### config.mk
export PLATFORM = sky130hd
export DESIGN_NAME = spi2wb_bridge_flat
export DESIGN_NICKNAME = d
export VERILOG_FILES = /design/src/rtl/spi2wb_bridge_if.sv /design/src/rtl/spi2wb_bridge.sv /design/src/flat_wrapper.sv
export SDC_FILE = /design/constraint.sdc
export NUM_CORES = 1
export LEC_CHECK = 0
export BUFFER_PORTS_ARGS = -buffer_cell sky130_fd_sc_hd__buf_2
export CORE_UTILIZATION = 51
export DETAILED_ROUTE_END_ITERATION = 7
export PLACE_DENSITY = 0.74
export SYNTH_ARGS = -nofsm -noshare
export SYNTH_HDL_FRONTEND = slang
export SYNTH_SLANG_ARGS = --single-unit
export TNS_END_PERCENT = 10
### constraint.sdc
create_clock -name clk_i -period 1.95 [get_ports clk_i]
set_input_delay 0.0975 -clock clk_i [delete_from_list [all_inputs] [get_ports clk_i]]
set_output_delay 0.0975 -clock clk_i [all_outputs]
set_load 0.01 [all_outputs]
### src/rtl/spi2wb_bridge_if.sv
// Pin bundle for the SPI-slave / Wishbone-master bridge.
// "master" is the bridge's view; "slave" is the SPI host plus Wishbone target.
interface spi2wb_bridge_if #(
  parameter int WB_ADDR_WIDTH = 2,
  parameter int WB_DATA_WIDTH = 8
);
  logic                     sck_i;
  logic                     ss_n_i;
  logic                     mosi_i;
  logic                     miso_o;
  logic                     miso_oe_o;
  logic                     wb_cyc_o;
  logic                     wb_stb_o;
  logic                     wb_we_o;
  logic [WB_ADDR_WIDTH-1:0] wb_adr_o;
  logic [WB_DATA_WIDTH-1:0] wb_dat_o;
  logic [WB_DATA_WIDTH-1:0] wb_dat_i;
  logic                     wb_ack_i;
  logic                     busy_o;
  logic                     err_o;

  modport master (
    input  sck_i, ss_n_i, mosi_i, wb_dat_i, wb_ack_i,
    output miso_o, miso_oe_o, wb_cyc_o, wb_stb_o, wb_we_o,
           wb_adr_o, wb_dat_o, busy_o, err_o
  );

  modport slave (
    output sck_i, ss_n_i, mosi_i, wb_dat_i, wb_ack_i,
    input  miso_o, miso_oe_o, wb_cyc_o, wb_stb_o, wb_we_o,
           wb_adr_o, wb_dat_o, busy_o, err_o
  );
endinterface

### src/rtl/spi2wb_bridge.sv
// SPI mode-0 slave that turns each frame (command byte + data phase) into one
// Wishbone single read or write, with ack timeout and read-underrun reporting.
module spi2wb_bridge #(
  parameter int WB_ADDR_WIDTH = 2,
  parameter int WB_DATA_WIDTH = 8,
  parameter int ACK_TIMEOUT   = 16
) (
  input  logic            clk_i,
  input  logic            rst_i,
  spi2wb_bridge_if.master bus
);

  localparam int FRAME_BITS = 8 + WB_DATA_WIDTH;
  localparam int SH_W       = (WB_DATA_WIDTH > 8) ? WB_DATA_WIDTH : 8;
  localparam int CNT_W      = $clog2(FRAME_BITS + 1);
  localparam int TMO_W      = $clog2(ACK_TIMEOUT + 1);

  localparam logic [CNT_W-1:0] CMD_LAST   = CNT_W'(7);
  localparam logic [CNT_W-1:0] DATA_FIRST = CNT_W'(8);
  localparam logic [CNT_W-1:0] FRAME_LAST = CNT_W'(FRAME_BITS - 1);
  localparam logic [CNT_W-1:0] FRAME_END  = CNT_W'(FRAME_BITS);
  localparam logic [TMO_W-1:0] TMO_LAST   = TMO_W'(ACK_TIMEOUT - 1);

  typedef enum logic [1:0] {
    ST_IDLE,
    ST_RD,
    ST_WR
  } state_t;

  // Input synchronisers; sck keeps a third stage for edge detection
  logic [2:0] sck_sync_q,  sck_sync_d;
  logic [1:0] ss_n_sync_q, ss_n_sync_d;
  logic [1:0] mosi_sync_q, mosi_sync_d;

  logic sck_rise;
  logic sck_fall;
  logic ss_active;
  logic mosi_s;

  // Frame-side state
  logic [CNT_W-1:0]         bit_cnt_q,   bit_cnt_d;
  logic [SH_W-2:0]          shift_in_q,  shift_in_d;
  logic [WB_DATA_WIDTH-1:0] shift_out_q, shift_out_d;
  logic                     cmd_rd_q,    cmd_rd_d;
  logic [WB_ADDR_WIDTH-1:0] cmd_adr_q,   cmd_adr_d;
  logic [WB_DATA_WIDTH-1:0] rd_data_q,   rd_data_d;
  logic                     rd_valid_q,  rd_valid_d;
  logic                     rd_wanted_q, rd_wanted_d;

  // Wishbone-side state
  state_t                   state_q,     state_d;
  logic [TMO_W-1:0]         tmo_q,       tmo_d;
  logic [WB_ADDR_WIDTH-1:0] adr_q,       adr_d;
  logic [WB_DATA_WIDTH-1:0] dat_q,       dat_d;
  logic                     err_q,       err_d;

  // Combinational handshakes between the two halves
  logic [SH_W-1:0]          shift_next;
  logic                     req_rd;
  logic                     req_wr;
  logic [WB_ADDR_WIDTH-1:0] req_adr;
  logic [WB_DATA_WIDTH-1:0] req_dat;
  logic                     underrun;

  always_comb begin
    sck_sync_d  = {sck_sync_q[1:0], bus.sck_i};
    ss_n_sync_d = {ss_n_sync_q[0],  bus.ss_n_i};
    mosi_sync_d = {mosi_sync_q[0],  bus.mosi_i};
  end

  assign sck_rise  =  sck_sync_q[1] & ~sck_sync_q[2];
  assign sck_fall  = ~sck_sync_q[1] &  sck_sync_q[2];
  assign ss_active = ~ss_n_sync_q[1];
  assign mosi_s    =  mosi_sync_q[1];

  // Frame decoder: bit counting, command/data capture and miso shifting
  always_comb begin
    shift_next  = {shift_in_q, mosi_s};
    bit_cnt_d   = bit_cnt_q;
    shift_in_d  = shift_in_q;
    shift_out_d = shift_out_q;
    cmd_rd_d    = cmd_rd_q;
    cmd_adr_d   = cmd_adr_q;
    rd_data_d   = rd_data_q;
    rd_valid_d  = rd_valid_q;
    rd_wanted_d = rd_wanted_q;
    req_rd      = 1'b0;
    req_wr      = 1'b0;
    req_adr     = cmd_adr_q;
    req_dat     = shift_next[WB_DATA_WIDTH-1:0];
    underrun    = 1'b0;

    if (state_q == ST_RD && bus.wb_ack_i && rd_wanted_q) begin
      rd_data_d  = bus.wb_dat_i;
      rd_valid_d = 1'b1;
    end

    if (!ss_active) begin
      bit_cnt_d   = '0;
      shift_in_d  = '0;
      shift_out_d = '0;
      cmd_rd_d    = 1'b0;
      rd_valid_d  = 1'b0;
      rd_wanted_d = 1'b0;
    end else begin
      if (sck_rise && bit_cnt_q != FRAME_END) begin
        bit_cnt_d  = bit_cnt_q + CNT_W'(1);
        shift_in_d = shift_next[SH_W-2:0];
        if (bit_cnt_q == CMD_LAST) begin
          cmd_rd_d  = shift_next[7];
          cmd_adr_d = shift_next[WB_ADDR_WIDTH-1:0];
          req_rd    = shift_next[7];
          req_adr   = shift_next[WB_ADDR_WIDTH-1:0];
          if (shift_next[7] && state_q == ST_IDLE) begin
            rd_wanted_d = 1'b1;
            rd_valid_d  = 1'b0;
          end
        end
        if (bit_cnt_q == FRAME_LAST && !cmd_rd_q) begin
          req_wr = 1'b1;
        end
      end

      // Late read data is dropped: rd_wanted closes at the first data fall
      if (sck_fall && cmd_rd_q) begin
        if (bit_cnt_q == DATA_FIRST) begin
          shift_out_d = rd_valid_q ? rd_data_q : '1;
          underrun    = ~rd_valid_q;
          rd_wanted_d = 1'b0;
          rd_valid_d  = 1'b0;
        end else if (bit_cnt_q > DATA_FIRST) begin
          shift_out_d = shift_out_q << 1;
        end
      end
    end
  end

  // Wishbone master FSM
  always_comb begin
    state_d = state_q;
    tmo_d   = tmo_q;
    adr_d   = adr_q;
    dat_d   = dat_q;
    err_d   = underrun;

    case (state_q)
      ST_IDLE: begin
        tmo_d = '0;
        if (req_rd) begin
          state_d = ST_RD;
          adr_d   = req_adr;
        end else if (req_wr) begin
          state_d = ST_WR;
          adr_d   = req_adr;
          dat_d   = req_dat;
        end
      end
      default: begin
        if (bus.wb_ack_i) begin
          state_d = ST_IDLE;
          tmo_d   = '0;
        end else if (tmo_q == TMO_LAST) begin
          state_d = ST_IDLE;
          tmo_d   = '0;
          err_d   = 1'b1;
        end else begin
          tmo_d = tmo_q + TMO_W'(1);
        end
        if (req_rd || req_wr) begin
          err_d = 1'b1;
        end
      end
    endcase
  end

  always_ff @(posedge clk_i or posedge rst_i) begin
    if (rst_i) begin
      sck_sync_q  <= '0;
      ss_n_sync_q <= '1;
      mosi_sync_q <= '0;
      bit_cnt_q   <= '0;
      shift_in_q  <= '0;
      shift_out_q <= '0;
      cmd_rd_q    <= 1'b0;
      cmd_adr_q   <= '0;
      rd_data_q   <= '0;
      rd_valid_q  <= 1'b0;
      rd_wanted_q <= 1'b0;
      state_q     <= ST_IDLE;
      tmo_q       <= '0;
      adr_q       <= '0;
      dat_q       <= '0;
      err_q       <= 1'b0;
    end else begin
      sck_sync_q  <= sck_sync_d;
      ss_n_sync_q <= ss_n_sync_d;
      mosi_sync_q <= mosi_sync_d;
      bit_cnt_q   <= bit_cnt_d;
      shift_in_q  <= shift_in_d;
      shift_out_q <= shift_out_d;
      cmd_rd_q    <= cmd_rd_d;
      cmd_adr_q   <= cmd_adr_d;
      rd_data_q   <= rd_data_d;
      rd_valid_q  <= rd_valid_d;
      rd_wanted_q <= rd_wanted_d;
      state_q     <= state_d;
      tmo_q       <= tmo_d;
      adr_q       <= adr_d;
      dat_q       <= dat_d;
      err_q       <= err_d;
    end
  end

  assign bus.wb_cyc_o  = (state_q != ST_IDLE);
  assign bus.wb_stb_o  = (state_q != ST_IDLE);
  assign bus.wb_we_o   = (state_q == ST_WR);
  assign bus.wb_adr_o  = adr_q;
  assign bus.wb_dat_o  = dat_q;
  assign bus.busy_o    = (state_q != ST_IDLE);
  assign bus.err_o     = err_q;
  assign bus.miso_o    = shift_out_q[WB_DATA_WIDTH-1];
  assign bus.miso_oe_o = ss_active;

endmodule

### src/flat_wrapper.sv
// flat-port wrapper written by rule: the top's interface ports become plain ports
module spi2wb_bridge_flat 
#(
  parameter int WB_ADDR_WIDTH = 2,
  parameter int WB_DATA_WIDTH = 8,
  parameter int ACK_TIMEOUT   = 16
)
  (clk_i, rst_i, bus_sck_i, bus_ss_n_i, bus_mosi_i, bus_wb_dat_i, bus_wb_ack_i, bus_miso_o, bus_miso_oe_o, bus_wb_cyc_o, bus_wb_stb_o, bus_wb_we_o, bus_wb_adr_o, bus_wb_dat_o, bus_busy_o, bus_err_o);
  spi2wb_bridge_if #(.WB_ADDR_WIDTH(WB_ADDR_WIDTH), .WB_DATA_WIDTH(WB_DATA_WIDTH)) bus_i ();
  input  logic clk_i;
  input  logic rst_i;
  input wire logic [$bits(bus_i.sck_i)-1:0] bus_sck_i;
  input wire logic [$bits(bus_i.ss_n_i)-1:0] bus_ss_n_i;
  input wire logic [$bits(bus_i.mosi_i)-1:0] bus_mosi_i;
  input wire logic [$bits(bus_i.wb_dat_i)-1:0] bus_wb_dat_i;
  input wire logic [$bits(bus_i.wb_ack_i)-1:0] bus_wb_ack_i;
  output wire logic [$bits(bus_i.miso_o)-1:0] bus_miso_o;
  output wire logic [$bits(bus_i.miso_oe_o)-1:0] bus_miso_oe_o;
  output wire logic [$bits(bus_i.wb_cyc_o)-1:0] bus_wb_cyc_o;
  output wire logic [$bits(bus_i.wb_stb_o)-1:0] bus_wb_stb_o;
  output wire logic [$bits(bus_i.wb_we_o)-1:0] bus_wb_we_o;
  output wire logic [$bits(bus_i.wb_adr_o)-1:0] bus_wb_adr_o;
  output wire logic [$bits(bus_i.wb_dat_o)-1:0] bus_wb_dat_o;
  output wire logic [$bits(bus_i.busy_o)-1:0] bus_busy_o;
  output wire logic [$bits(bus_i.err_o)-1:0] bus_err_o;
  assign bus_i.sck_i = bus_sck_i;
  assign bus_i.ss_n_i = bus_ss_n_i;
  assign bus_i.mosi_i = bus_mosi_i;
  assign bus_i.wb_dat_i = bus_wb_dat_i;
  assign bus_i.wb_ack_i = bus_wb_ack_i;
  assign bus_miso_o = bus_i.miso_o;
  assign bus_miso_oe_o = bus_i.miso_oe_o;
  assign bus_wb_cyc_o = bus_i.wb_cyc_o;
  assign bus_wb_stb_o = bus_i.wb_stb_o;
  assign bus_wb_we_o = bus_i.wb_we_o;
  assign bus_wb_adr_o = bus_i.wb_adr_o;
  assign bus_wb_dat_o = bus_i.wb_dat_o;
  assign bus_busy_o = bus_i.busy_o;
  assign bus_err_o = bus_i.err_o;
  spi2wb_bridge #(.WB_ADDR_WIDTH(WB_ADDR_WIDTH), .WB_DATA_WIDTH(WB_DATA_WIDTH), .ACK_TIMEOUT(ACK_TIMEOUT)) u_core (.clk_i(clk_i), .rst_i(rst_i), .bus(bus_i));
endmodule
==> results.cfg, run 1 <==
[worst_setup_path]
crit_chain = ha_2 > and3_1 > ha_1 > nor2b_1 > and3_2 > nand3_2 > mux2_1
worstSetupStartpoint = u_core.bit_cnt_q[0]
cp-end-kind = flip-flop
cp.arrival_ns = 2.08
crit_path_start_kind = flip-flop
r2r_start = u_core.bit_cnt_q[0]
crit_fanout = 4
cp_slowest_cell = dfrtp_1
worstSetupPathType = flip-flop to flip-flop
cp_data_required_time_ns = 2.17
slowest_delay_ns = 0.38

[placed_design]
dp_hpwl_microns = 3090
io_buffers = 30
pre_cts_ws_ns = 0.0155
gp_congestion = 0.844

[floorplan]
io-pin-count = 31
start_util = 0.545
dieArea_sq_um = 5100
core.rowCount = 24
die_w_microns = 71.4
core_sq_um = 4500
dieHeight_microns = 71.4

[yosys]
synth_top_area_share = 0.571
ys_top_cells_by_area = dfrtp_1, mux2_2, mux2_1
seq_area_frac_synth = 0.592
synthFlopType = dfrtp_1
netlist_area_sq_um = 2460
post-synth-top-count-cell = dfrtp_1
ys_types = 42
synth_warnings = 0
synth_largest_area_cell = dfrtp_1
synthCells = 206
syn_area_per_cell_sq_um = 11.9
synth_nets = 224
synth_edf_count = 0
ys_async_sr_fraction = 1.00
synth-seq-cells = 58
synthTopCellsByCount = dfrtp_1, nand2_1, nor2_1

[sta]
min_period_over_period = 0.954
finalHoldViolCount = 0
maxSlewHeadroom = 0.398
clock_skew_ns = 0.00916
setup_viol = 0
fmaxAchievable_mhz = 538
drv_slew = 0
fin_crit_ns = 1.86
timing.final.ws_setup_ns = 0.0896
tightestPinTransition_ns = 0.894

[drt]
vias = 1725
routed_wl_microns = 4840
wire_per_inst_microns = 15.1
drt-initial-drc-count = 88
met3_wirelength_microns = 176
viasPerCell = 5.39
antenna_left = 0
route.detailed.drc = 3
dr_wl_met2_microns = 2240
drt-met1-wl_microns = 2310
dr.max_layer_used = met4
dr.pass1.iters = 6

[grt]
grt_max_degree = 36
grt.overflow.total = 0
antenna_found_initial = 0
grt_pass1_wl_microns = 8050
grt_pass1_vias = 1699
grt_usage = 0.213

[clock_tree]
clock_latency_ns = 0.33
clock-root-buffer = clkbuf_8
cts_buffers = 9
clock_path_buffers = 2
cts.sinks = 58
cts_max_level = 3
clk_pin_slew_ns = 0.07
tritoncts = done

[layout]
diodes = 0
area_growth_pct = 26.0
nNetsFinal = 281
drive_above_1_share = 0.302
fin_util = 0.687

[status]
status = finished, violations left
failed_checks = design-rule violations

[power]
finalPower_mw = 2.56
leakage_nw = 1.52
power_density_nw_per_um2 = 826
ir_worst_vdd_mv = 0.579

[flow_run]
cap_violations = 0

[hold_path]
hold_path.class = primary input to asynchronous set/reset pin
-- cells in the final DEF, fill, tap and decap left out, types with 2 or more instances in the layout --
master / count
clkinv_2: 2
nor2_1: 14
bufinv_16: 2
xnor2_1: 2
nand3_2: 2
buf_2: 30
ha_1: 3
inv_2: 2
mux2_4: 2
nor2b_1: 2
o2bb2ai_1: 8
nand2_1: 24
buf_4: 10
dfrtp_1: 56
nand3_1: 3
o21ai_1: 8
o21ai_0: 2
inv_1: 6
a21oi_1: 10
clkbuf_8: 10
and3_1: 2
mux2_1: 8
mux2_2: 10
xor2_1: 3
dlygate4sd3_1: 13
dfstp_2: 2
nand3b_1: 8
-- area by class of cell --
cell class | count | area (sq um)
clock buffers | 11 | 141
clock inverters | 5 | 77.6
fillers | 338 | 1410
inverters | 8 | 30.0
multi-input cells | 132 | 952
flip-flops and latches | 58 | 1450
well taps | 52 | 65.1
repair buffers | 54 | 375
-- sequential cells by signal (all words and copies together) (netlist names) --
name,cells
u_core.bus.wb_dat_o,8
u_core.rd_data_q,8
u_core.shift_out_q,8
u_core.shift_in_q,7
u_core.bit_cnt_q,5
u_core.tmo_q,5
u_core.sck_sync_q,3
u_core.bus.wb_adr_o,2
u_core.cmd_adr_q,2
u_core.mosi_sync_q,2
u_core.ss_n_sync_q,2
u_core.state_q,2
u_core.bus.err_o,1
u_core.cmd_rd_q,1
u_core.rd_valid_q,1
u_core.rd_wanted_q,1
-- worst max-delay path: cells and delay by family, from the launching register on --
kind / cells / cell delay (ns)
multiplexers: 1 / 0.33
adder cells (fa/ha/maj): 2 / 0.35
flip-flops: 1 / 0.38
AND/OR/NAND/NOR: 4 / 0.69
-- logic make-up after synthesis --
group | Yosys count | share of synthesized area
and+or+nand+nor | 67 | 0.150
AOI/OAI and AO/OA | 34 | 0.0892
xor gates and xnor gates | 5 | 0.0178
buffers and inverters | 17 | 0.0316
muxes | 21 | 0.0988
adders and majority gates | 4 | 0.0204
DFF | 58 | 0.592
-- through the flow --
stage                     std cells  cell area, sq um  hold slack, ns  TNS (ns)
final                           320              3100           0.346         0
after global routing            320              3100           0.356  -0.00532
after CTS                       317              3060           0.350         0
after detailed placement        288              2710           0.172         0
after global placement          288              2710           0.167         0
after floorplan                 206              2460           0.102         0
-- report_power, final --
| part | total [mW] | internal (mW) | switching, mW |
|---|---|---|---|
| Combinational | 0.117 | 0.0521 | 0.0653 |
| Clock | 1.21 | 0.750 | 0.458 |
| Sequential | 1.23 | 1.22 | 0.0128 |
| Total | 2.56 | 2.02 | 0.536 |
-- timing repair --
item | 4_1_cts | 5_1_grt
hold endpoints to repair | 35 | 0
setup buffers | 0 | 2
hold buffers | 13 | 0
resized for setup | 0 | 3
setup endpoints to repair | 0 | 8
-- per-layer routing --
layer / vias to the layer above / global-route usage
met5: - / 0
met4: 0 / 0.131
met3: 9 / 0.0577
met2: 32 / 0.331
met1: 847 / 0.268
li1: 837 / -
-- worst paths after layout --
kind,endpoint,slack (ns),depth (start not counted)
worst max-delay path,u_core.bus.wb_dat_o[3],0.09,7
worst min-delay path,u_core.shift_out_q[6],0.35,3
worst max register to register,u_core.bus.wb_dat_o[3],0.09,7
worst min register to register,u_core.sck_sync_q[1],0.35,0
max in group asynchronous,u_core.ss_n_sync_q[1],0.98,4
min in group clk_i,u_core.sck_sync_q[1],0.35,0
Power figures use the tool's default switching activity.
==> inputs of run 2 (changes only) <==
Settings changed: SETUP_SLACK_MARGIN set to 0.15.
==> results.cfg, run 2 (same netlist as run 1, synthesis figures left out) <==
[status]
status = finished, violations left
failed_checks = design-rule violations

[worst_setup_path]
crit_fanout = 5
worst-path-buf-inv = 0
worstSetupPathType = flip-flop to flip-flop
cp_slowest_cell = dfrtp_1
r2r_start = u_core.bit_cnt_q[1]
crit_path_start_kind = flip-flop
cp_top_family = simple AND/OR/NAND/NOR gates
slowest_delay_ns = 0.39
cp_data_required_time_ns = 2.16
cp.arrival_ns = 2.02
cp-end-kind = flip-flop
crit_chain = ha_2 > and3_1 > ha_1 > nor2b_2 > and3_4 > nand3_4 > mux2_4
worstSetupStartpoint = u_core.bit_cnt_q[1]

[grt]
grt_max_degree = 43
antenna_found_initial = 0
grt.overflow.total = 0
grt_usage = 0.204
grt_pass1_wl_microns = 7890
grt_pass1_vias = 1693

[drt]
dr.max_layer_used = met4
dr_wl_met2_microns = 2130
drt-met1-wl_microns = 2280
antenna_left = 0
route.detailed.drc = 2
vias = 1710
met3_wirelength_microns = 130
wire_per_inst_microns = 14.6
routed_wl_microns = 4650
viasPerCell = 5.38
drt-initial-drc-count = 89
dr.pass1.iters = 6

[sta]
tightestPinTransition_ns = 0.939
drv_slew = 0
rsz0062_at_grt = true
fmaxAchievable_mhz = 554
fin_crit_ns = 1.80
setup_viol = 0
maxSlewHeadroom = 0.367
min_period_over_period = 0.925
worst_hold_slack_ns = 0.0137
clock_skew_ns = 0.00901
setup_tns_ns = 0
finalHoldViolCount = 0

[power]
ir_worst_vdd_mv = 0.640
power_density_nw_per_um2 = 860
leakage_nw = 1.54

[floorplan]
core_sq_um = 4500
io-pin-count = 31
die_w_microns = 71.4
core.rowCount = 24
dieHeight_microns = 71.4
start_util = 0.545
dieArea_sq_um = 5100

[layout]
layout_common_cells = dfrtp_1, buf_2, nand2_1
diodes = 0
drive_above_1_share = 0.327
area_growth_pct = 28.0
nNetsFinal = 279
final_common_cell = dfrtp_1

[placed_design]
gp_congestion = 0.829
dp_hpwl_microns = 2910
io_buffers = 30

[clock_tree]
clk_pin_slew_ns = 0.07
tritoncts = done
cts_buffers = 9
clock_latency_ns = 0.33
cts_max_level = 3
clock_path_buffers = 2
cts.sinks = 58
clock-root-buffer = clkbuf_8

[hold_path]
hold_path.class = primary input to flip-flop
min_from = bus_wb_dat_i[3]

[flow_run]
cap_violations = 0
run 2: cell count changes in the layout (fill, tap and decap cells not counted), sizes merged:
cell,before,now
buf,41,40
bufinv,2,3
clkinvlp,1,0
dlygate4sd3,13,12
run 2: cell type report:
| class | instances | area, sq um |
|---|---|---|
| Timing Repair Buffer | 52 | 358 |
| Inverter | 8 | 30.0 |
| Multi-Input combinational cell | 132 | 985 |
| Clock inverter | 5 | 100 |
| Tap cell | 52 | 65.1 |
| Fill cell | 327 | 1360 |
| Clock buffer | 11 | 151 |
| Sequential cell | 58 | 1450 |
run 2: per-layer routing:
layer	up-vias	global-route usage
met4	0	0.0867
li1	839	-
met1	832	0.270
met5	-	0
met2	30	0.308
met3	9	0.0717
run 2: path summary, 6_finish.rpt:
| check | to | slack, ns | cells after the start |
|---|---|---|---|
| setup / recovery | u_core.bus.wb_dat_o[2] | 0.15 | 7 |
| hold / removal | u_core.rd_data_q[3] | 0.01 | 2 |
| setup reg to reg | u_core.bus.wb_dat_o[2] | 0.15 | 7 |
| hold reg to reg | u_core.sck_sync_q[1] | 0.35 | 0 |
| max in group asynchronous | u_core.ss_n_sync_q[0] | 1.05 | 4 |
| min in group asynchronous | u_core.tmo_q[4] | 0.30 | 3 |
run 2: what timing repair did:
item	in CTS	in global routing
gates cloned	1	0
pin swaps	0	2
buffers inserted	3	1
endpoints found under the hold margin	27	0
endpoints found under the setup margin	10	10
hold buffers	12	0
gates resized for setup	3	6
run 2: through the flow:
stage	total power, mW	std cells	worst slack (ns)	util	instance area (sq um)
finish	2.70	318	0.146	0.698	3140
global route	2.79	318	0.0848	0.698	3140
CTS	2.73	317	0.112	0.691	3110
detailed placement	1.35	285	0.0650	0.599	2700
global placement	1.34	285	0.0980	0.599	2700
floorplan	1.30	206	0.155	-	2470
run 2: power by group:
part / total, mW / internal (mW) / switching [mW] / leakage (nW)
sequential: 1.23 / 1.22 / 0.0126 / 0.790
clock: 1.36 / 0.914 / 0.444 / 0.129
combinational: 0.116 / 0.0508 / 0.0647 / 0.623
